==> src/rtl/param_sync_fifo_if.sv <==
// Handshake/data bundle for param_sync_fifo: the producer/consumer side drives
// the master modport, the FIFO implements the slave modport.
interface param_sync_fifo_if #(
  parameter int DATA_WIDTH = 32,
  parameter int DEPTH      = 16
);
  localparam int CW = $clog2(DEPTH) + 1;

  logic                  clear;
  logic [DATA_WIDTH-1:0] din;
  logic                  shift_in;
  logic                  shift_out;
  logic [DATA_WIDTH-1:0] dout;
  logic                  valid;
  logic                  full;
  logic                  empty;
  logic                  almost_full;
  logic                  almost_empty;
  logic [CW-1:0]         count;
  logic                  overflow;
  logic                  underflow;

  modport master (
    output clear, din, shift_in, shift_out,
    input  dout, valid, full, empty, almost_full, almost_empty, count, overflow, underflow
  );

  modport slave (
    input  clear, din, shift_in, shift_out,
    output dout, valid, full, empty, almost_full, almost_empty, count, overflow, underflow
  );
endinterface

==> src/rtl/param_sync_fifo.sv <==
// Single-clock circular-buffer FIFO with fill count, programmable almost flags,
// synchronous clear and selectable read latency (0 = bypass-capable head, 1 = registered).
module param_sync_fifo #(
  parameter int DATA_WIDTH   = 32,
  parameter int DEPTH        = 16,
  parameter int READ_LATENCY = 1,
  parameter int AF_THRESH    = 14,
  parameter int AE_THRESH    = 2
) (
  input  logic               clk,
  input  logic               rst,
  param_sync_fifo_if.slave   bus
);
  localparam int AW = $clog2(DEPTH);
  localparam int PW = AW + 1;

  if ((DEPTH < 2) || ((DEPTH & (DEPTH - 1)) != 0)) begin : g_bad_depth
    $error("param_sync_fifo: DEPTH must be a power of 2 and >= 2");
  end
  if ((READ_LATENCY != 0) && (READ_LATENCY != 1)) begin : g_bad_lat
    $error("param_sync_fifo: READ_LATENCY must be 0 or 1");
  end
  if ((AF_THRESH < 1) || (AF_THRESH > DEPTH) || (AE_THRESH < 0) || (AE_THRESH > DEPTH - 1))
  begin : g_bad_thresh
    $error("param_sync_fifo: almost-full/almost-empty threshold out of range");
  end

  logic [DATA_WIDTH-1:0] mem [DEPTH];
  logic [PW-1:0]         wr_ptr_q, rd_ptr_q, count_q;
  logic [PW-1:0]         wr_ptr_d, rd_ptr_d, count_d;
  logic                  full_q, empty_q, af_q, ae_q, ovf_q, unf_q;
  logic                  si, so, bypass, rd_acc, wr_acc;

  // clear wins over any request in the same cycle, so it simply masks them.
  assign si     = bus.shift_in  & ~bus.clear;
  assign so     = bus.shift_out & ~bus.clear;
  assign bypass = (READ_LATENCY == 0) && si && so && empty_q;
  assign rd_acc = so && !empty_q;
  assign wr_acc = si && (!full_q || rd_acc) && !bypass;

  assign wr_ptr_d = wr_ptr_q + PW'(wr_acc);
  assign rd_ptr_d = rd_ptr_q + PW'(rd_acc);
  assign count_d  = count_q + PW'(wr_acc) - PW'(rd_acc);

  // NOTE: every register below uses <= so all state updates see the pre-edge values.
  always_ff @(posedge clk or posedge rst) begin
    if (rst) begin
      wr_ptr_q <= '0;
      rd_ptr_q <= '0;
      count_q  <= '0;
      full_q   <= 1'b0;
      empty_q  <= 1'b1;
      af_q     <= 1'b0;
      ae_q     <= 1'b1;
      ovf_q    <= 1'b0;
      unf_q    <= 1'b0;
    end else if (bus.clear) begin
      wr_ptr_q <= '0;
      rd_ptr_q <= '0;
      count_q  <= '0;
      full_q   <= 1'b0;
      empty_q  <= 1'b1;
      af_q     <= 1'b0;
      ae_q     <= 1'b1;
      ovf_q    <= 1'b0;
      unf_q    <= 1'b0;
    end else begin
      wr_ptr_q <= wr_ptr_d;
      rd_ptr_q <= rd_ptr_d;
      count_q  <= count_d;
      full_q   <= (wr_ptr_d[AW-1:0] == rd_ptr_d[AW-1:0]) && (wr_ptr_d[AW] != rd_ptr_d[AW]);
      empty_q  <= (wr_ptr_d == rd_ptr_d);
      af_q     <= (count_d >= PW'(AF_THRESH));
      ae_q     <= (count_d <= PW'(AE_THRESH));
      ovf_q    <= si && !wr_acc && !bypass;
      unf_q    <= so && !rd_acc && !bypass;
    end
  end

  // NOTE: storage has no reset; pointers alone define which entries are meaningful.
  always_ff @(posedge clk) begin
    if (wr_acc) mem[wr_ptr_q[AW-1:0]] <= bus.din;
  end

  if (READ_LATENCY == 0) begin : g_lat0
    assign bus.dout  = bypass ? bus.din : mem[rd_ptr_q[AW-1:0]];
    assign bus.valid = rd_acc || bypass;
  end else begin : g_lat1
    logic [DATA_WIDTH-1:0] dout_q;
    logic                  valid_q;

    always_ff @(posedge clk or posedge rst) begin
      if (rst) begin
        dout_q  <= '0;
        valid_q <= 1'b0;
      end else if (bus.clear) begin
        dout_q  <= '0;
        valid_q <= 1'b0;
      end else begin
        valid_q <= rd_acc;
        if (rd_acc) dout_q <= mem[rd_ptr_q[AW-1:0]];
      end
    end

    assign bus.dout  = dout_q;
    assign bus.valid = valid_q;
  end

  assign bus.count        = count_q;
  assign bus.full         = full_q;
  assign bus.empty        = empty_q;
  assign bus.almost_full  = af_q;
  assign bus.almost_empty = ae_q;
  assign bus.overflow     = ovf_q;
  assign bus.underflow    = unf_q;
endmodule

==> src/flat_wrapper.sv <==
// flat-port wrapper written by rule: the top's interface ports become plain ports
module param_sync_fifo_flat 
#(
  parameter int DATA_WIDTH   = 32,
  parameter int DEPTH        = 16,
  parameter int READ_LATENCY = 1,
  parameter int AF_THRESH    = 14,
  parameter int AE_THRESH    = 2
)
  (clk, rst, bus_clear, bus_din, bus_shift_in, bus_shift_out, bus_dout, bus_valid, bus_full, bus_empty, bus_almost_full, bus_almost_empty, bus_count, bus_overflow, bus_underflow);
  param_sync_fifo_if #(.DATA_WIDTH(DATA_WIDTH), .DEPTH(DEPTH)) bus_i ();
  input  logic clk;
  input  logic rst;
  input wire logic [$bits(bus_i.clear)-1:0] bus_clear;
  input wire logic [$bits(bus_i.din)-1:0] bus_din;
  input wire logic [$bits(bus_i.shift_in)-1:0] bus_shift_in;
  input wire logic [$bits(bus_i.shift_out)-1:0] bus_shift_out;
  output wire logic [$bits(bus_i.dout)-1:0] bus_dout;
  output wire logic [$bits(bus_i.valid)-1:0] bus_valid;
  output wire logic [$bits(bus_i.full)-1:0] bus_full;
  output wire logic [$bits(bus_i.empty)-1:0] bus_empty;
  output wire logic [$bits(bus_i.almost_full)-1:0] bus_almost_full;
  output wire logic [$bits(bus_i.almost_empty)-1:0] bus_almost_empty;
  output wire logic [$bits(bus_i.count)-1:0] bus_count;
  output wire logic [$bits(bus_i.overflow)-1:0] bus_overflow;
  output wire logic [$bits(bus_i.underflow)-1:0] bus_underflow;
  assign bus_i.clear = bus_clear;
  assign bus_i.din = bus_din;
  assign bus_i.shift_in = bus_shift_in;
  assign bus_i.shift_out = bus_shift_out;
  assign bus_dout = bus_i.dout;
  assign bus_valid = bus_i.valid;
  assign bus_full = bus_i.full;
  assign bus_empty = bus_i.empty;
  assign bus_almost_full = bus_i.almost_full;
  assign bus_almost_empty = bus_i.almost_empty;
  assign bus_count = bus_i.count;
  assign bus_overflow = bus_i.overflow;
  assign bus_underflow = bus_i.underflow;
  param_sync_fifo #(.DATA_WIDTH(DATA_WIDTH), .DEPTH(DEPTH), .READ_LATENCY(READ_LATENCY), .AF_THRESH(AF_THRESH), .AE_THRESH(AE_THRESH)) u_core (.clk(clk), .rst(rst), .bus(bus_i));
endmodule
==> config.mk <==
export PLATFORM = sky130hd
export DESIGN_NAME = param_sync_fifo_flat
export DESIGN_NICKNAME = d
export VERILOG_FILES = /design/src/rtl/param_sync_fifo_if.sv /design/src/rtl/param_sync_fifo.sv /design/src/flat_wrapper.sv
export SDC_FILE = /design/constraint.sdc
export NUM_CORES = 1
export LEC_CHECK = 0
export ABC_AREA = 1
export CAP_MARGIN = 20
export CORE_ASPECT_RATIO = 1.2
export CORE_MARGIN = 1.5
export CORE_UTILIZATION = 61
export DETAILED_ROUTE_END_ITERATION = 8
export PLACE_DENSITY = 0.83
export SYNTH_ARGS = -nofsm -noshare
export SYNTH_HDL_FRONTEND = slang
export SYNTH_SLANG_ARGS = --single-unit
export TNS_END_PERCENT = 30
==> constraint.sdc <==
create_clock -name clk -period 3.9 [get_ports clk]
set_input_delay 0.39 -clock clk [delete_from_list [all_inputs] [get_ports clk]]
set_output_delay 0.39 -clock clk [all_outputs]
set_load 0.005 [all_outputs]
Yosys cells after proc, flatten, opt, wreduce, memory -nomap -nowiden

Memories as Yosys holds them, arrays and structs flattened.
Index checks and enable logic that the tools add are counted.

Register bits after elaboration: 54
Latch bits: 0
Bits in writable memories: 512
ROM bits: 0
Input port bits: 37
Memories kept: 1

Memory list:

| name       | words | bits a word | rd ports | clocked after memory_dff | wr ports | line                  | text |
|---|---|---|---|---|---|---|---|
| u_core.mem | 16    | 32          | 1        | 0                        | 1        | param_sync_fifo.sv:28 | `logic [DATA_WIDTH-1:0] mem [DEPTH];` |

Add/subtract/negate cells: 4
$mul: 0
Divide/modulo/power cells: 0
Order comparisons: 2
Eq/ne operators: 3
Shift-type cells: 0
Multiplexer cells: 14
Bitwise logic cells: 3
Reductions and logical operators: 11

Operator list:

| cell                 | count |
|---|---|
| $mux W32             | 2 |
| $add A5 B1 Y5        | 3 |
| $mux W5              | 3 |
| $mux W1              | 9 |
| $eq A5 B5 Y1         | 1 |
| $ge A5 B4 Y1 const B | 1 |
| $le A5 B2 Y1 const B | 1 |
| $logic_and A1 B1 Y1  | 5 |
| $sub A5 B1 Y5        | 1 |
| $eq A4 B4 Y1         | 1 |
| $logic_not A1 Y1     | 4 |
| $and A1 B1 Y1        | 2 |
| $reduce_bool A2 Y1   | 1 |
| $logic_or A1 B1 Y1   | 1 |
| $ne A1 B1 Y1         | 1 |
| $not A1 Y1           | 1 |

Logic depth before layout (Yosys ltp)

Word-level depth: 9
Depth in mapped cells: 18

Worst setup path after synthesis

No wires, ideal clock.

Path type: input -> register
Start: input port bus_clear
End: memory u_core.mem[10][0] (enable)
Library setup time: 0.421 ns
Arrival: 2.505 ns
Path slack: 0.974 ns
Stages: 8
Buffers on the path: 2
Cells stage by stage: buf_6 inv_2 nand3_4 nand2_1 and3_1 buf_4 nand3_2 nor2_1

Cells in the longest elaborated chain, start to end: 7
Elaborated cells between the ends (all ways): 8
Those cells by class: 2 x mux; 3 x bitwise; 3 x reduce/logical

Ends and longest elaborated chain:

| item                              | line                                         | text |
|---|---|---|
| start: declaration                | flat_wrapper.sv:14                           | `input wire logic [$bits(bus_i.clear)-1:0] bus_clear;` |
| $not A1 Y1 (*)                    | param_sync_fifo.sv:35, param_sync_fifo.sv:36 |  |
| $and A1 B1 Y1                     | param_sync_fifo.sv:36                        | `assign so = bus.shift_out & ~bus.clear;` |
| $logic_and A1 B1 Y1               | param_sync_fifo.sv:38                        | `assign rd_acc = so && !empty_q;` |
| $logic_or A1 B1 Y1                | param_sync_fifo.sv:39                        | `assign wr_acc = si && (!full_q \|\| rd_acc) && !bypass;` |
| $logic_and A1 B1 Y1 (*)           | param_sync_fifo.sv:39                        |  |
| $mux W1 (*)                       | param_sync_fifo.sv:82                        | `if (wr_acc) mem[wr_ptr_q[AW-1:0]] <= bus.din;` |
| $mux W1 (not written as such) (*) | param_sync_fifo.sv:82                        |  |
| end: declaration                  | param_sync_fifo.sv:28                        |  |

Every way passes the cells marked *; elsewhere a longest branch is shown, timed or not.

Worst setup path in the final report

Start: register u_core.empty_q (netlist: u_core.bus.empty)
End: memory u_core.mem[8][10] (enable)

Cells in the longest elaborated chain, start to end: 6

Ends and longest elaborated chain:

| item                          | line                  | text |
|---|---|---|
| start: declaration            | param_sync_fifo.sv:31 | `logic full_q, empty_q, af_q, ae_q, ovf_q, unf_q;` |
| start signal: assignment      | param_sync_fifo.sv:72 | `empty_q <= (wr_ptr_d == rd_ptr_d);` |
| $logic_not A1 Y1              | param_sync_fifo.sv:38 |  |
| $logic_and A1 B1 Y1           | param_sync_fifo.sv:38 |  |
| $logic_or A1 B1 Y1            | param_sync_fifo.sv:39 |  |
| $logic_and A1 B1 Y1           | param_sync_fifo.sv:39 |  |
| $mux W1                       | param_sync_fifo.sv:82 |  |
| $mux W1 (not written as such) | param_sync_fifo.sv:82 |  |

Every way passes these cells.

==> impl_metrics.ini <==
[drt]
drc = 0
postRouteAntennaNets = 0
wl_met2_um = 29500
wl_met1_um = 20700
via_per_inst = 5.56
drt-initial-drc-count = 1708
first_pass_iters = 6
highest_layer = met4
met3_length_um = 4230
routed_wl_um = 56300
via_count = 16600
wl_per_cell_um = 18.8

[layout]
fin_nets = 2459
nFillCells = 2619
finish.instance_area_um2 = 27500
regArea_um2 = 16700
drive_gt1_share_pct = 6.19
n_antenna_cell = 0
multi_input_area_um2 = 5560
layoutNonFillerInstCount = 2990
area_delta_synth_final_pct = 12.3

[sta]
finalClockSkew_ns = 0.0312
drv_slew = 0
worstMarginPinSlew_ns = 1.44
fin_setup_tns_ns = 0
rsz0062_at_grt = no
period_share_pct = 66.3
fin_ws_ns = 1.32
period_needed_ns = 2.58
max_freq_ghz = 0.387
setup_viol = 0
finalHoldViolCount = 0
slew_headroom_pct = 3.78

[grt]
grt-ovfl-total = 0
grt_pass1_vias = 16800
grt_max_degree = 258
antenna_found_initial = 0
grt_pass1_wl_um = 87200
track_usage_pct = 27.8

[floorplanning]
die_x_um = 186
start_util_pct = 61.7
io_pins = 81
fp-row-count = 80
die_h_um = 223
die-area_um2 = 41400
core_um2 = 39700

[worst_setup_path]
cp_max_fo = 17
critPathKind = reg -> reg
critical_path_required_ns = 4.20
ff2ff_path_depth = 7
start_kind = register
cp_data_arrival_time_ns = 2.88
worstSetupEndpointType = register

[clocking]
post_cts_resized = 0
cts_inserted_buffers = 53
insertion_delay_ns = 0.60
cts_root_buffer = clkbuf_16
cts_setup_buffers = 0
htree_num_levels = 2
clock-sinks = 566
clk_pin_slew_ns = 0.07
cts_hold_buf = 0
cts_tree = done
clockBufferDepth = 3

[job]
cap_violations = 0

[logic_synthesis]
ys_ff_latch = 566
yosys_warnings = 0
synthesis.nets = 2408
yosys.area.top_type = edfxtp_1
synthCells = 2362
synthesis.area_um2 = 24500
yosys-top-cells-area = edfxtp_1 (63%), nand2_1 (12%), nand3_1 (8.0%), inv_1 (6.3%), dfrtp_1 (5.3%)
synth_cell_types = 27
ys_seq_area_share_pct = 68.3
yosys.area.top_type_share_pct = 62.7
avgSynthCellArea_um2 = 10.4

[place]
numPortBuffers = 80
placed_cells_incl_taps = 2891
place_ws_ns = 0.794
placed_cell_area_um2 = 25800
dpl.hpwl_um = 32400
gp_congestion = 0.862

[outcome]
status = completed

[power_and_ir_drop]
power_per_cell_area_nw_per_um2 = 457
ir_drop_mv = 0.400
power.leakage_uw = 0.0118

[worst_hold_path]
hold_path_class = in -> async
-- cells by family (layout without fill, tap and decap cells) --
kind of cell | Yosys count | in the layout | share of synthesized area (%)
AO/OA/AOI/OAI | 5 | 5 | 0.102
XOR/XNOR | 12 | 12 | 0.429
adder cells (fa/ha/maj) | 9 | 9 | 0.490
buffers and inverters | 532 | 627 | 9.57
flip-flops | 566 | 566 | 68.3
AND/OR/NAND/NOR | 1238 | 1238 | 21.2
-- report_power, final --
part           switching [µW]  internal [µW]  leakage [µW]  total, µW
clock                    2220           2860      0.000829       5080
sequential               38.3           6700       0.00534       6730
combinational             499            265       0.00563        765
-- routing by layer --
metal	vias up	track usage, %
met3	159	3.70
met4	0	12.2
met2	813	48.3
met1	7981	34.6
met5	-	0
li1	7665	-
-- state kept, by name, summed over array words and instances (netlist names) --
signal,count
u_core.bus.overflow,1
u_core.bus.count,5
u_core.mem,512
u_core.bus.valid,1
u_core.bus.full,1
u_core.bus.empty,1
u_core.bus.dout,32
u_core.wr_ptr_q,5
u_core.bus.underflow,1
u_core.bus.almost_full,1
u_core.rd_ptr_q,5
u_core.bus.almost_empty,1
-- per-stage QoR --
step	util, %	total power [µW]	hold WS (ns)
after floorplan	-	7300	0.472
after global placement	64.9	7590	0.461
after detailed placement	64.9	7610	0.464
after CTS	69.3	12600	0.357
after global routing	69.3	12900	0.383
final	69.3	12600	0.332
-- Yosys cell counts --
cell type	n
xor2_1	8
dfrtp_1	52
buf_2	54
buf_8	1
nand4_1	2
and3_1	1
buf_1	9
nor2_2	1
fa_1	1
inv_2	3
nand2_1	801
dfstp_2	2
nand3_4	1
nor2_1	37
o21ai_0	2
buf_4	21
inv_4	1
a21oi_1	3
ha_1	8
edfxtp_1	512
buf_6	25
nand3_1	390
nand3_2	4
clkbuf_1	7
or2_2	1
xnor2_1	4
inv_1	411
-- final timing paths --
check	from	end	slack, ns
max	u_core.bus.empty	u_core.mem[8][10]	1.32
min	rst	u_core.bus.dout[26]	0.33
max reg2reg	u_core.bus.empty	u_core.mem[8][10]	1.32
min reg2reg	u_core.bus.dout[30]	u_core.bus.dout[30]	0.48
max in group asynchronous	rst	u_core.bus.dout[13]	2.73
min in group clk	bus_shift_in	u_core.bus.overflow	0.39
-- placed cells by master (no fill, tap or decap), types with 2 or more instances in the layout --
| cell type | instances |
|---|---|
| a21oi_1 | 3 |
| buf_12 | 17 |
| buf_4 | 16 |
| bufinv_16 | 3 |
| clkbuf_1 | 6 |
| clkbuf_16 | 54 |
| clkbuf_8 | 6 |
| clkdlybuf4s50_1 | 80 |
| clkinv_1 | 9 |
| clkinv_2 | 10 |
| clkinvlp_4 | 8 |
| dfrtp_1 | 48 |
| dfrtp_2 | 2 |
| dfrtp_4 | 2 |
| dfstp_2 | 2 |
| edfxtp_1 | 512 |
| ha_1 | 8 |
| inv_1 | 409 |
| inv_2 | 4 |
| nand2_1 | 801 |
| nand3_1 | 390 |
| nand3_2 | 4 |
| nand4_1 | 2 |
| nor2_1 | 21 |
| nor2_4 | 17 |
| o21ai_0 | 2 |
| xnor2_1 | 4 |
| xor2_1 | 8 |
-- final cells by class --
cell class	instances	area share (%)
sequential	566	60.8
multi-input combinational	1264	20.2
inverter	415	5.69
clock buffer	66	5.29
timing repair buffer	113	4.58
tap	533	2.42
clock inverter	33	1.00
-- critical path, cell delays in order, from the launching register on --
cell	delay [ns]
dfstp_2	0.37
inv_1	0.10
nand3_4	0.11
nand2_1	0.09
and3_1	0.42
nand3_2	0.31
nor2_4	0.63
buf_12	0.25
No activity file was read; power rests on OpenSTA's default activity.
